==> src/rtl/disp_fetch_if.sv <==
// rtl/disp_fetch_if.sv - AXI read channel and display-buffer signal bundle for disp_fetch
interface disp_fetch_if;
  logic        DISPON;
  logic        VSTART;
  logic [31:0] DISPADDR;
  logic        BUF_WREADY;
  logic        FIFORST;
  logic [63:0] FIFOIN;
  logic        FIFOWR;
  logic [31:0] ARADDR;
  logic [7:0]  ARLEN;
  logic        ARVALID;
  logic        ARREADY;
  logic [63:0] RDATA;
  logic        RVALID;
  logic        RLAST;
  logic        RREADY;

  modport master (
    input  DISPON, VSTART, DISPADDR, BUF_WREADY, ARREADY, RDATA, RVALID, RLAST,
    output FIFORST, FIFOIN, FIFOWR, ARADDR, ARLEN, ARVALID, RREADY
  );

  modport slave (
    output DISPON, VSTART, DISPADDR, BUF_WREADY, ARREADY, RDATA, RVALID, RLAST,
    input  FIFORST, FIFOIN, FIFOWR, ARADDR, ARLEN, ARVALID, RREADY
  );
endinterface

==> src/rtl/disp_fetch.sv <==
// rtl/disp_fetch.sv - AXI4 burst read master filling the display FIFO from the framebuffer
module disp_fetch #(
  parameter int H_PIXELS   = 640,
  parameter int V_LINES    = 480,
  parameter int BURST_LEN  = 16,
  parameter int BEAT_BYTES = 8
) (
  input  logic         ACLK,
  input  logic         ARST,
  disp_fetch_if.master bus
);
  localparam int WORDS  = H_PIXELS * V_LINES / 2;
  localparam int NBURST = WORDS / BURST_LEN;
  localparam int CNT_W  = $clog2(NBURST + 1);
  localparam logic [31:0]      STEP     = 32'(BURST_LEN * BEAT_BYTES);
  localparam logic [CNT_W-1:0] LAST_CNT = CNT_W'(NBURST);

  localparam logic [2:0] HALT    = 3'd0;
  localparam logic [2:0] FLUSH   = 3'd1;
  localparam logic [2:0] WAITBUF = 3'd2;
  localparam logic [2:0] ADDR    = 3'd3;
  localparam logic [2:0] DATA    = 3'd4;

  logic [2:0]       state;
  logic [31:0]      araddr_q;
  logic             arvalid_q;
  logic             rready_q;
  logic             fifowr_q;
  logic             fiforst_q;
  logic [63:0]      fifoin_q;
  logic [CNT_W-1:0] burst_cnt;
  logic [CNT_W-1:0] cnt_inc;
  logic             pending;
  logic             beat_ok;
  logic             last_beat;

  assign beat_ok   = (state == DATA) && rready_q && bus.RVALID;
  assign last_beat = beat_ok && bus.RLAST;
  assign cnt_inc   = burst_cnt + CNT_W'(1);

  assign bus.ARADDR  = araddr_q;
  assign bus.ARLEN   = 8'(BURST_LEN - 1);
  assign bus.ARVALID = arvalid_q;
  assign bus.RREADY  = rready_q;
  assign bus.FIFOWR  = fifowr_q;
  assign bus.FIFOIN  = fifoin_q;
  assign bus.FIFORST = fiforst_q;

  always_ff @(posedge ACLK or posedge ARST) begin
    if (ARST) begin
      state     <= HALT;
      araddr_q  <= '0;
      arvalid_q <= 1'b0;
      rready_q  <= 1'b0;
      fifowr_q  <= 1'b0;
      fiforst_q <= 1'b0;
      fifoin_q  <= '0;
      burst_cnt <= '0;
      pending   <= 1'b0;
    end else begin
      fifowr_q <= beat_ok;
      if (beat_ok) fifoin_q <= bus.RDATA;
      // Flush pulse trails the FLUSH state by a cycle so it lands after the final old-frame write.
      fiforst_q <= (state == FLUSH);

      case (state)
        HALT: begin
          if (bus.VSTART && bus.DISPON) begin
            araddr_q  <= bus.DISPADDR;
            burst_cnt <= '0;
            state     <= FLUSH;
          end
        end
        FLUSH: state <= WAITBUF;
        WAITBUF: begin
          if (bus.VSTART) begin
            araddr_q  <= bus.DISPADDR;
            burst_cnt <= '0;
            state     <= FLUSH;
          end else if (!bus.DISPON) begin
            state <= HALT;
          end else if (bus.BUF_WREADY) begin
            arvalid_q <= 1'b1;
            state     <= ADDR;
          end
        end
        ADDR: begin
          if (bus.VSTART) pending <= 1'b1;
          if (bus.ARREADY) begin
            arvalid_q <= 1'b0;
            rready_q  <= 1'b1;
            state     <= DATA;
          end
        end
        DATA: begin
          if (last_beat) begin
            rready_q <= 1'b0;
            if (pending || bus.VSTART) begin
              araddr_q  <= bus.DISPADDR;
              burst_cnt <= '0;
              pending   <= 1'b0;
              state     <= FLUSH;
            end else begin
              araddr_q  <= araddr_q + STEP;
              burst_cnt <= cnt_inc;
              if (!bus.DISPON || cnt_inc == LAST_CNT) state <= HALT;
              else                                    state <= WAITBUF;
            end
          end else if (bus.VSTART) begin
            pending <= 1'b1;
          end
        end
        default: state <= HALT;
      endcase
    end
  end
endmodule

==> src/flat_wrapper.sv <==
// flat-port wrapper written by rule: the top's interface ports become plain ports
module disp_fetch_flat 
#(
  parameter int H_PIXELS   = 640,
  parameter int V_LINES    = 480,
  parameter int BURST_LEN  = 16,
  parameter int BEAT_BYTES = 8
)
  (ACLK, ARST, bus_DISPON, bus_VSTART, bus_DISPADDR, bus_BUF_WREADY, bus_ARREADY, bus_RDATA, bus_RVALID, bus_RLAST, bus_FIFORST, bus_FIFOIN, bus_FIFOWR, bus_ARADDR, bus_ARLEN, bus_ARVALID, bus_RREADY);
  disp_fetch_if bus_i ();
  input  logic ACLK;
  input  logic ARST;
  input wire logic [$bits(bus_i.DISPON)-1:0] bus_DISPON;
  input wire logic [$bits(bus_i.VSTART)-1:0] bus_VSTART;
  input wire logic [$bits(bus_i.DISPADDR)-1:0] bus_DISPADDR;
  input wire logic [$bits(bus_i.BUF_WREADY)-1:0] bus_BUF_WREADY;
  input wire logic [$bits(bus_i.ARREADY)-1:0] bus_ARREADY;
  input wire logic [$bits(bus_i.RDATA)-1:0] bus_RDATA;
  input wire logic [$bits(bus_i.RVALID)-1:0] bus_RVALID;
  input wire logic [$bits(bus_i.RLAST)-1:0] bus_RLAST;
  output wire logic [$bits(bus_i.FIFORST)-1:0] bus_FIFORST;
  output wire logic [$bits(bus_i.FIFOIN)-1:0] bus_FIFOIN;
  output wire logic [$bits(bus_i.FIFOWR)-1:0] bus_FIFOWR;
  output wire logic [$bits(bus_i.ARADDR)-1:0] bus_ARADDR;
  output wire logic [$bits(bus_i.ARLEN)-1:0] bus_ARLEN;
  output wire logic [$bits(bus_i.ARVALID)-1:0] bus_ARVALID;
  output wire logic [$bits(bus_i.RREADY)-1:0] bus_RREADY;
  assign bus_i.DISPON = bus_DISPON;
  assign bus_i.VSTART = bus_VSTART;
  assign bus_i.DISPADDR = bus_DISPADDR;
  assign bus_i.BUF_WREADY = bus_BUF_WREADY;
  assign bus_i.ARREADY = bus_ARREADY;
  assign bus_i.RDATA = bus_RDATA;
  assign bus_i.RVALID = bus_RVALID;
  assign bus_i.RLAST = bus_RLAST;
  assign bus_FIFORST = bus_i.FIFORST;
  assign bus_FIFOIN = bus_i.FIFOIN;
  assign bus_FIFOWR = bus_i.FIFOWR;
  assign bus_ARADDR = bus_i.ARADDR;
  assign bus_ARLEN = bus_i.ARLEN;
  assign bus_ARVALID = bus_i.ARVALID;
  assign bus_RREADY = bus_i.RREADY;
  disp_fetch #(.H_PIXELS(H_PIXELS), .V_LINES(V_LINES), .BURST_LEN(BURST_LEN), .BEAT_BYTES(BEAT_BYTES)) u_core (.ACLK(ACLK), .ARST(ARST), .bus(bus_i));
endmodule
==> config.mk <==
export PLATFORM = sky130hd
export DESIGN_NAME = disp_fetch_flat
export DESIGN_NICKNAME = d
export VERILOG_FILES = /design/src/rtl/disp_fetch_if.sv /design/src/rtl/disp_fetch.sv /design/src/flat_wrapper.sv
export SDC_FILE = /design/constraint.sdc
export NUM_CORES = 1
export LEC_CHECK = 0
export CORE_MARGIN = 2
export CORE_UTILIZATION = 41
export CTS_BUF_LIST = sky130_fd_sc_hd__clkbuf_8
export DETAILED_ROUTE_END_ITERATION = 8
export PLACE_DENSITY = 0.78
export SLEW_MARGIN = 25
export SYNTH_ARGS = -nofsm -noshare
export SYNTH_HDL_FRONTEND = slang
export SYNTH_SLANG_ARGS = --single-unit
==> constraint.sdc <==
create_clock -name ACLK -period 4 [get_ports ACLK]
set_input_delay 0.8 -clock ACLK [delete_from_list [all_inputs] [get_ports ACLK]]
set_output_delay 0.8 -clock ACLK [all_outputs]
set_load 0.02 [all_outputs]
==> reports/results.txt, run 1 <==
outcome -> complete, no violations
CP endpoint kind -> flip-flop
Comb power frac -> 40.4%
fin crit period -> 3.06 ns
Leakage -> 3.42 nW
gr usage total -> 20.4%
met2 Track Usage GR -> 32.2%
VDD IR-drop max -> 408 uV
TritonCTS Buffers -> 17
cell area after synthesis -> 0.00564 mm2
gr ovfl total -> 0
Max Cap Viol -> 0
most frequent cells in the layout -> clkdlybuf4s50_1, dfrtp_1, mux2_2, o21ai_0, a21oi_1
post-synthesis sequential area ratio -> 52.4%
Horiz. Die Dim -> 121 um
Total Die Area -> 0.0147 mm2
Clock Skews -> 0.00962 ns
Via Count -> 4717
maximum clock insertion buffer count -> 2
WP data arrival -> 3.41 ns
P_int -> 3.18 mW
DR pass1 iterations -> 5
Clock Power Share -> 22.2%
PwrDens -> 608 mW/mm2
H-tree Lvls -> 4
IO Port Bufs -> 203
vias in the first global route -> 4584
routability cong. -> 0.830
final core utilization -> 60.7%
critical path class -> primary input to flip-flop
Root Buffer -> clkbuf_8
HP Class -> flip-flop to flip-flop
RSZ-0062 raised after global routing -> false
cts hold-fix bufs -> 0
Final Hold Vio Count -> 0
CP max FO -> 28
Most Used Layer, Global Route -> met2
fin area -> 0.00811 mm2
CP delay by family, top -> simple AND/OR/NAND/NOR gates
FMAX -> 0.327 GHz
Sequential Power Share -> 37.4%
Final Non-Filler Cells -> 885
synthesized netlist cell count -> 505
layout overhead on the synthesized area -> 43.8%
GRT met3 Usage -> 6.02%
Sw Pwr -> 1.75 mW
Placed Cells -> 854
Relative slew margins -> 47.9%
CTS tree -> yes
Slew @ Worst Pin -> 0.782 ns
# DRC -> 0
initial antenna violation count -> 2
Data required, critical path -> 4.35 ns
Setup TNS Final -> 0 ns
multi-input logic area -> 0.00244 mm2
FFs w/ async S/R, synth -> 100%
register area -> 0.00295 mm2
Pins Over Slew Limit -> 0
count of cell types in the netlist -> 62
post-CTS setup repair buffer count -> 0
Die Y -> 121 um
Vias/cell -> 5.33
first-pass GRT wire length -> 23300 um
clock sink count -> 118
top_reg_cell synth -> dfrtp_1
Final Cycle Share -> 76.4%
worst-skew pair later-pin latency -> 0.44 ns
largest net degree at the start of global routing -> 92
Placed Area -> 0.00771 mm2
DR iter-0 viols -> 297
Slowest cell on crit path -> clkdlybuf4s50_1
GR Util met1 -> 25.9%
hold slack -> 0.502 ns
post-CTS resize count -> 0
Yosys reg bits -> 118
DR WL/cell -> 16.6 um
Starting Density -> 42.2%
core area -> 0.0133 mm2
fraction of power spent switching nets -> 35.4%
Mean Syn Cell Area -> 11.2 um2
number of synthesized flops with an enable pin -> 0
Worst Path Buf+Inv -> 2
Worst-path clk slew -> 0.07 ns
most common cell after layout, fill and taps aside -> clkdlybuf4s50_1
startpoint types -> primary input
layout cells sized above 1 -> 16.2%
number of cell rows -> 42
IO Pins -> 212
worst-path cell chain -> clkdlybuf4s50_1 > inv_2 > o32ai_4 > nand2_2 > or4_1 > a31oi_1
WL final -> 14700 um
fillcell total -> 1104
Final nets -> 803
YS warnings -> 0
slowest stage delay, CP -> 0.67 ns
final setup fails -> 0
Routed Antenna Nets -> 0
hpwl dp -> 10500 um
-- per-stage QoR --
| step | power (mW) | setup WS (ns) |
|---|---|---|
| 2_1_floorplan | 2.93 | 0.0709 |
| 3_3_place_gp | 3.81 | 0.527 |
| 3_5_place_dp | 3.86 | 0.477 |
| 4_1_cts | 4.97 | 0.969 |
| 5_1_grt | 5.21 | 0.780 |
| 6_report | 4.93 | 0.945 |
-- power groups by stage --
stage | sequential, mW | combinational [mW] | clock (mW)
global route | 1.90 | 2.13 | 1.18
global placement | 1.84 | 1.97 | 0
CTS | 1.84 | 2.01 | 1.12
finish | 1.84 | 1.99 | 1.09
floorplan | 2.19 | 0.745 | 0
detailed placement | 1.86 | 2.00 | 0
-- synth_stat cells, types with 3 or more instances --
cell       number  area, um2
xor2_1         10       87.6
nand3_1        25        125
nor3_1          4       20.0
buf_4          12       90.1
a2bb2oi_1       6       52.6
and3_1         10       62.6
a31oi_1         7       43.8
nor4_1          4       25.0
mux2_2         71        800
o21ai_0        34        170
buf_6           5       56.3
nor2_1         25       93.8
a21oi_1        32        160
and2_1          5       31.3
nand2_1        30        113
nand2b_1        4       25.0
or3_1           3       18.8
dfrtp_1       118       2950
o31ai_1         9       67.6
inv_1           4       15.0
nand4_1        13       81.3
clkbuf_1       10       37.5
and4_1          5       43.8
buf_2          12       60.1
-- cell families after synthesis --
kind of cell	count (synthesis)	synth area share [%]
AOI/OAI and AO/OA	112	12.5
muxes	72	14.4
DFF	118	52.4
and+or+nand+nor	141	13.6
adders and majority gates	2	0.444
other	2	0.133
xor gates and xnor gates	11	1.71
buffers and inverters	47	4.88
-- sequential cells by signal (all words and copies together), names as in the netlist --
name and cells:
u_core.pending 1, u_core.bus.FIFOWR 1, u_core.bus.FIFOIN 64, u_core.bus.RREADY 1, u_core.state 3, u_core.bus.ARVALID 1
u_core.burst_cnt 14, u_core.bus.ARADDR 32, u_core.bus.FIFORST 1
-- layer usage --
| metal | routed length (um) | up-vias | part of all wire, % |
|---|---|---|---|
| met5 | 13 | - | 0.088 |
| met4 | 399 | 2 | 2.7 |
| met3 | 1260 | 35 | 8.6 |
| met2 | 6830 | 245 | 46 |
| met1 | 6190 | 2210 | 42 |
| li1 | - | 2225 | - |
-- cell type report --
cell class | count | share of cell area (%)
Inverter | 6 | 0.340
Clock inverter | 11 | 1.65
Clock buffer | 19 | 3.23
Multi-Input combinational cell | 346 | 30.1
Timing Repair Buffer | 208 | 25.5
Tap cell | 176 | 2.72
Sequential cell | 118 | 36.4
Antenna cell | 1 | 0.0309
-- path summary, 6_finish.rpt --
check | startpoint | cells after the start | endpoint | slack, ns
max in group asynchronous | ARST | 3 | u_core.bus.ARADDR[26] | 2.30
hold / removal | u_core.bus.FIFOIN[9] | 1 | u_core.bus.FIFOIN[9] | 0.50
min in group asynchronous | ARST | 2 | u_core.bus.FIFOWR | 0.92
setup reg to reg | u_core.state[2] | 5 | u_core.bus.ARADDR[31] | 1.46
setup / recovery | bus_VSTART | 6 | u_core.bus.ARADDR[29] | 0.94
hold reg to reg | u_core.bus.FIFOIN[9] | 1 | u_core.bus.FIFOIN[9] | 0.50
No activity file was read; power rests on OpenSTA's default activity.
==> inputs of run 2 (changes only) <==
CORE_UTILIZATION = 46   (was 41)
PLACE_DENSITY = 0.83   (was 0.78)
clock period = 3.1 ns   (was 4 ns; I/O delays follow)
==> run 2 against run 1 <==
Non-clock buffer count rose by 4; setup slack got worse by 0.26 ns; critical path depth fell by 1; cell count fell by 2.9%; worst hold slack improved by 0.0029 ns; routed wire length rose by 6.0%; combinational power rose by 32%; global-route usage rose by 3.3 points; total power rose by 31%; via count rose by 1.5%; first-iteration DRC count fell by 4.0%; die area fell by 11%.
==> reports/results.txt, run 2 (same netlist as run 1, synthesis figures left out) <==
final setup fails -> 0 (unchanged)
RSZ-0062 raised after global routing -> false
Data required, critical path -> 3.40 ns (-0.95 ns)
WP data arrival -> 2.71 ns (-0.70 ns)
number of cell rows -> 40 (-4.8%)
vias in the first global route -> 4776 (+4.2%)
gr usage total -> 23.8% (+3.3 points)
PwrDens -> 795 mW/mm2 (+31%)
FMAX -> 0.414 GHz
DR WL/cell -> 18.1 um (+9.2%)
Placed Area -> 0.00773 mm2 (+0.23%)
Max Cap Viol -> 0 (unchanged)
worst-path cell chain -> or3b_4 > or3_4 > nand3_2 > o32ai_1 > a211o_1
Final Hold Vio Count -> 0 (unchanged)
max FFs per register -> 64 (unchanged)
H-tree Lvls -> 4 (unchanged)
hpwl dp -> 11200 um (+6.8%)
DR pass1 iterations -> 6 (+1)
Slowest cell on crit path -> dfrtp_1
layout overhead on the synthesized area -> 44.3%
most frequent cells in the layout -> clkdlybuf4s50_1, dfrtp_1, mux2_2, o21ai_0, a21oi_1
Setup TNS Final -> 0 ns (unchanged)
Final Cycle Share -> 77.8%
most common cell after layout, fill and taps aside -> clkdlybuf4s50_1
Via Count -> 4786 (+1.5%)
hold slack -> 0.505 ns (+0.00289 ns)
Vias/cell -> 5.57 (+4.5%)
startpoint types -> flip-flop
layout cells sized above 1 -> 16.9% (+0.61 points)
first-pass GRT wire length -> 24400 um (+4.6%)
Pins Over Slew Limit -> 0 (unchanged)
CP delay by family, top -> simple AND/OR/NAND/NOR gates
routability cong. -> 0.860 (+3.7%)
maximum clock insertion buffer count -> 2 (unchanged)
Crit path depth -> 5 (-1)
TritonCTS Buffers -> 17 (unchanged)
diode count -> 0 (-1)
Total Die Area -> 0.0132 mm2 (-11%)
Leakage -> 3.45 nW (+0.69%)
DR iter-0 viols -> 285 (-4.0%)
Worst Path Buf+Inv -> 0 (-2)
gr ovfl total -> 0 (unchanged)
fin crit period -> 2.41 ns
Final nets -> 807 (+0.50%)
fin area -> 0.00813 mm2 (+0.31%)
HP Class -> flip-flop to flip-flop
Clock Skews -> 0.00968 ns (+0.0000649 ns)
Relative slew margins -> 52.3% (+4.4 points)
post-CTS resize count -> 0 (unchanged)
# DRC -> 0 (unchanged)
Starting Density -> 46.9% (+4.7 points)
CTS tree -> yes
critical path class -> flip-flop to flip-flop
WL final -> 15600 um (+6.0%)
CP max FO -> 20 (-29%)
Routed Antenna Nets -> 0 (unchanged)
cts hold-fix bufs -> 0 (unchanged)
outcome -> complete, no violations
Worst-path clk slew -> 0.07 ns (about the same)
largest net degree at the start of global routing -> 119 (+29%)
IO Port Bufs -> 203 (unchanged)
post-CTS setup repair buffer count -> 0 (unchanged)
Die Y -> 115 um (-5.4%)
initial antenna violation count -> 0 (-2)
reg2reg path depth -> 5 (unchanged)
Slew @ Worst Pin -> 0.715 ns (-0.0666 ns)
slowest stage delay, CP -> 0.57 ns (-0.10 ns)
Horiz. Die Dim -> 115 um (-5.4%)
final core utilization -> 67.7% (+7.0 points)
clock sink count -> 118 (unchanged)
CP endpoint kind -> flip-flop
worst hold stages -> 1 (unchanged)
Root Buffer -> clkbuf_8
fillcell total -> 916 (-17%)
IO Pins -> 212 (unchanged)
VDD IR-drop max -> 481 uV (+18%)
core area -> 0.0120 mm2 (-10%)
worst-skew pair later-pin latency -> 0.42 ns (-0.02 ns)
-- run 2: cell count changes in the layout (fill, tap and decap cells not counted) --
cell / before / now
buf_12: 0 / 2
buf_4: 5 / 7
inv_6: 2 / 0
clkbuf_8: 19 / 20
clkinv_4: 0 / 1
clkinvlp_4: 1 / 2
diode_2: 1 / 0
inv_1: 5 / 4
-- run 2: report_power, final --
group | leakage (nW) | switching [mW] | internal [mW]
clock | 0.211 | 0.595 | 0.843
sequential | 1.51 | 0.418 | 1.98
combinational | 1.72 | 1.30 | 1.33
-- run 2: final timing paths --
kind / from / endpoint / slack [ns]
min reg2reg: u_core.bus.FIFOIN[45] / u_core.bus.FIFOIN[45] / 0.50
max in group asynchronous: ARST / u_core.bus.FIFOIN[40] / 1.88
max: u_core.state[2] / u_core.bus.ARADDR[31] / 0.69
min in group asynchronous: ARST / u_core.bus.FIFOIN[29] / 0.67
min: u_core.bus.FIFOIN[45] / u_core.bus.FIFOIN[45] / 0.50
max reg2reg: u_core.state[2] / u_core.bus.ARADDR[31] / 0.69
-- run 2: area by class of cell --
class	instances	area, um2	area share, %
Timing Repair Buffer	212	2120	26.1
Sequential cell	118	2950	36.3
Multi-Input combinational cell	346	2440	30.0
Clock inverter	10	130	1.60
Tap cell	147	184	2.26
Clock buffer	20	275	3.38
Inverter	6	26.3	0.323
-- run 2: routing by layer --
layer | vias up | global-route usage, % | part of all wire [%]
met5 | - | 0 | 0
met4 | 0 | 6.43 | 1.2
met3 | 17 | 5.93 | 7.2
met2 | 232 | 40.5 | 49
met1 | 2315 | 30.4 | 43
li1 | 2222 | - | -
-- run 2: stage by stage --
| step | std cells | worst slack, ns | power, mW |
|---|---|---|---|
| floorplan | 511 | 1.02 | 3.79 |
| global placement | 829 | 0.486 | 4.96 |
| detailed placement | 829 | 0.408 | 5.04 |
| CTS | 859 | 0.701 | 6.51 |
| global route | 859 | 0.540 | 6.80 |
| finish | 859 | 0.687 | 6.47 |
-- run 2: worst reg2reg max path, stage by stage, from the launching register on --
cell,delay (ns)
dfrtp_1,0.57
or3b_4,0.49
or3_4,0.47
nand3_2,0.34
o32ai_1,0.16
a211o_1,0.26
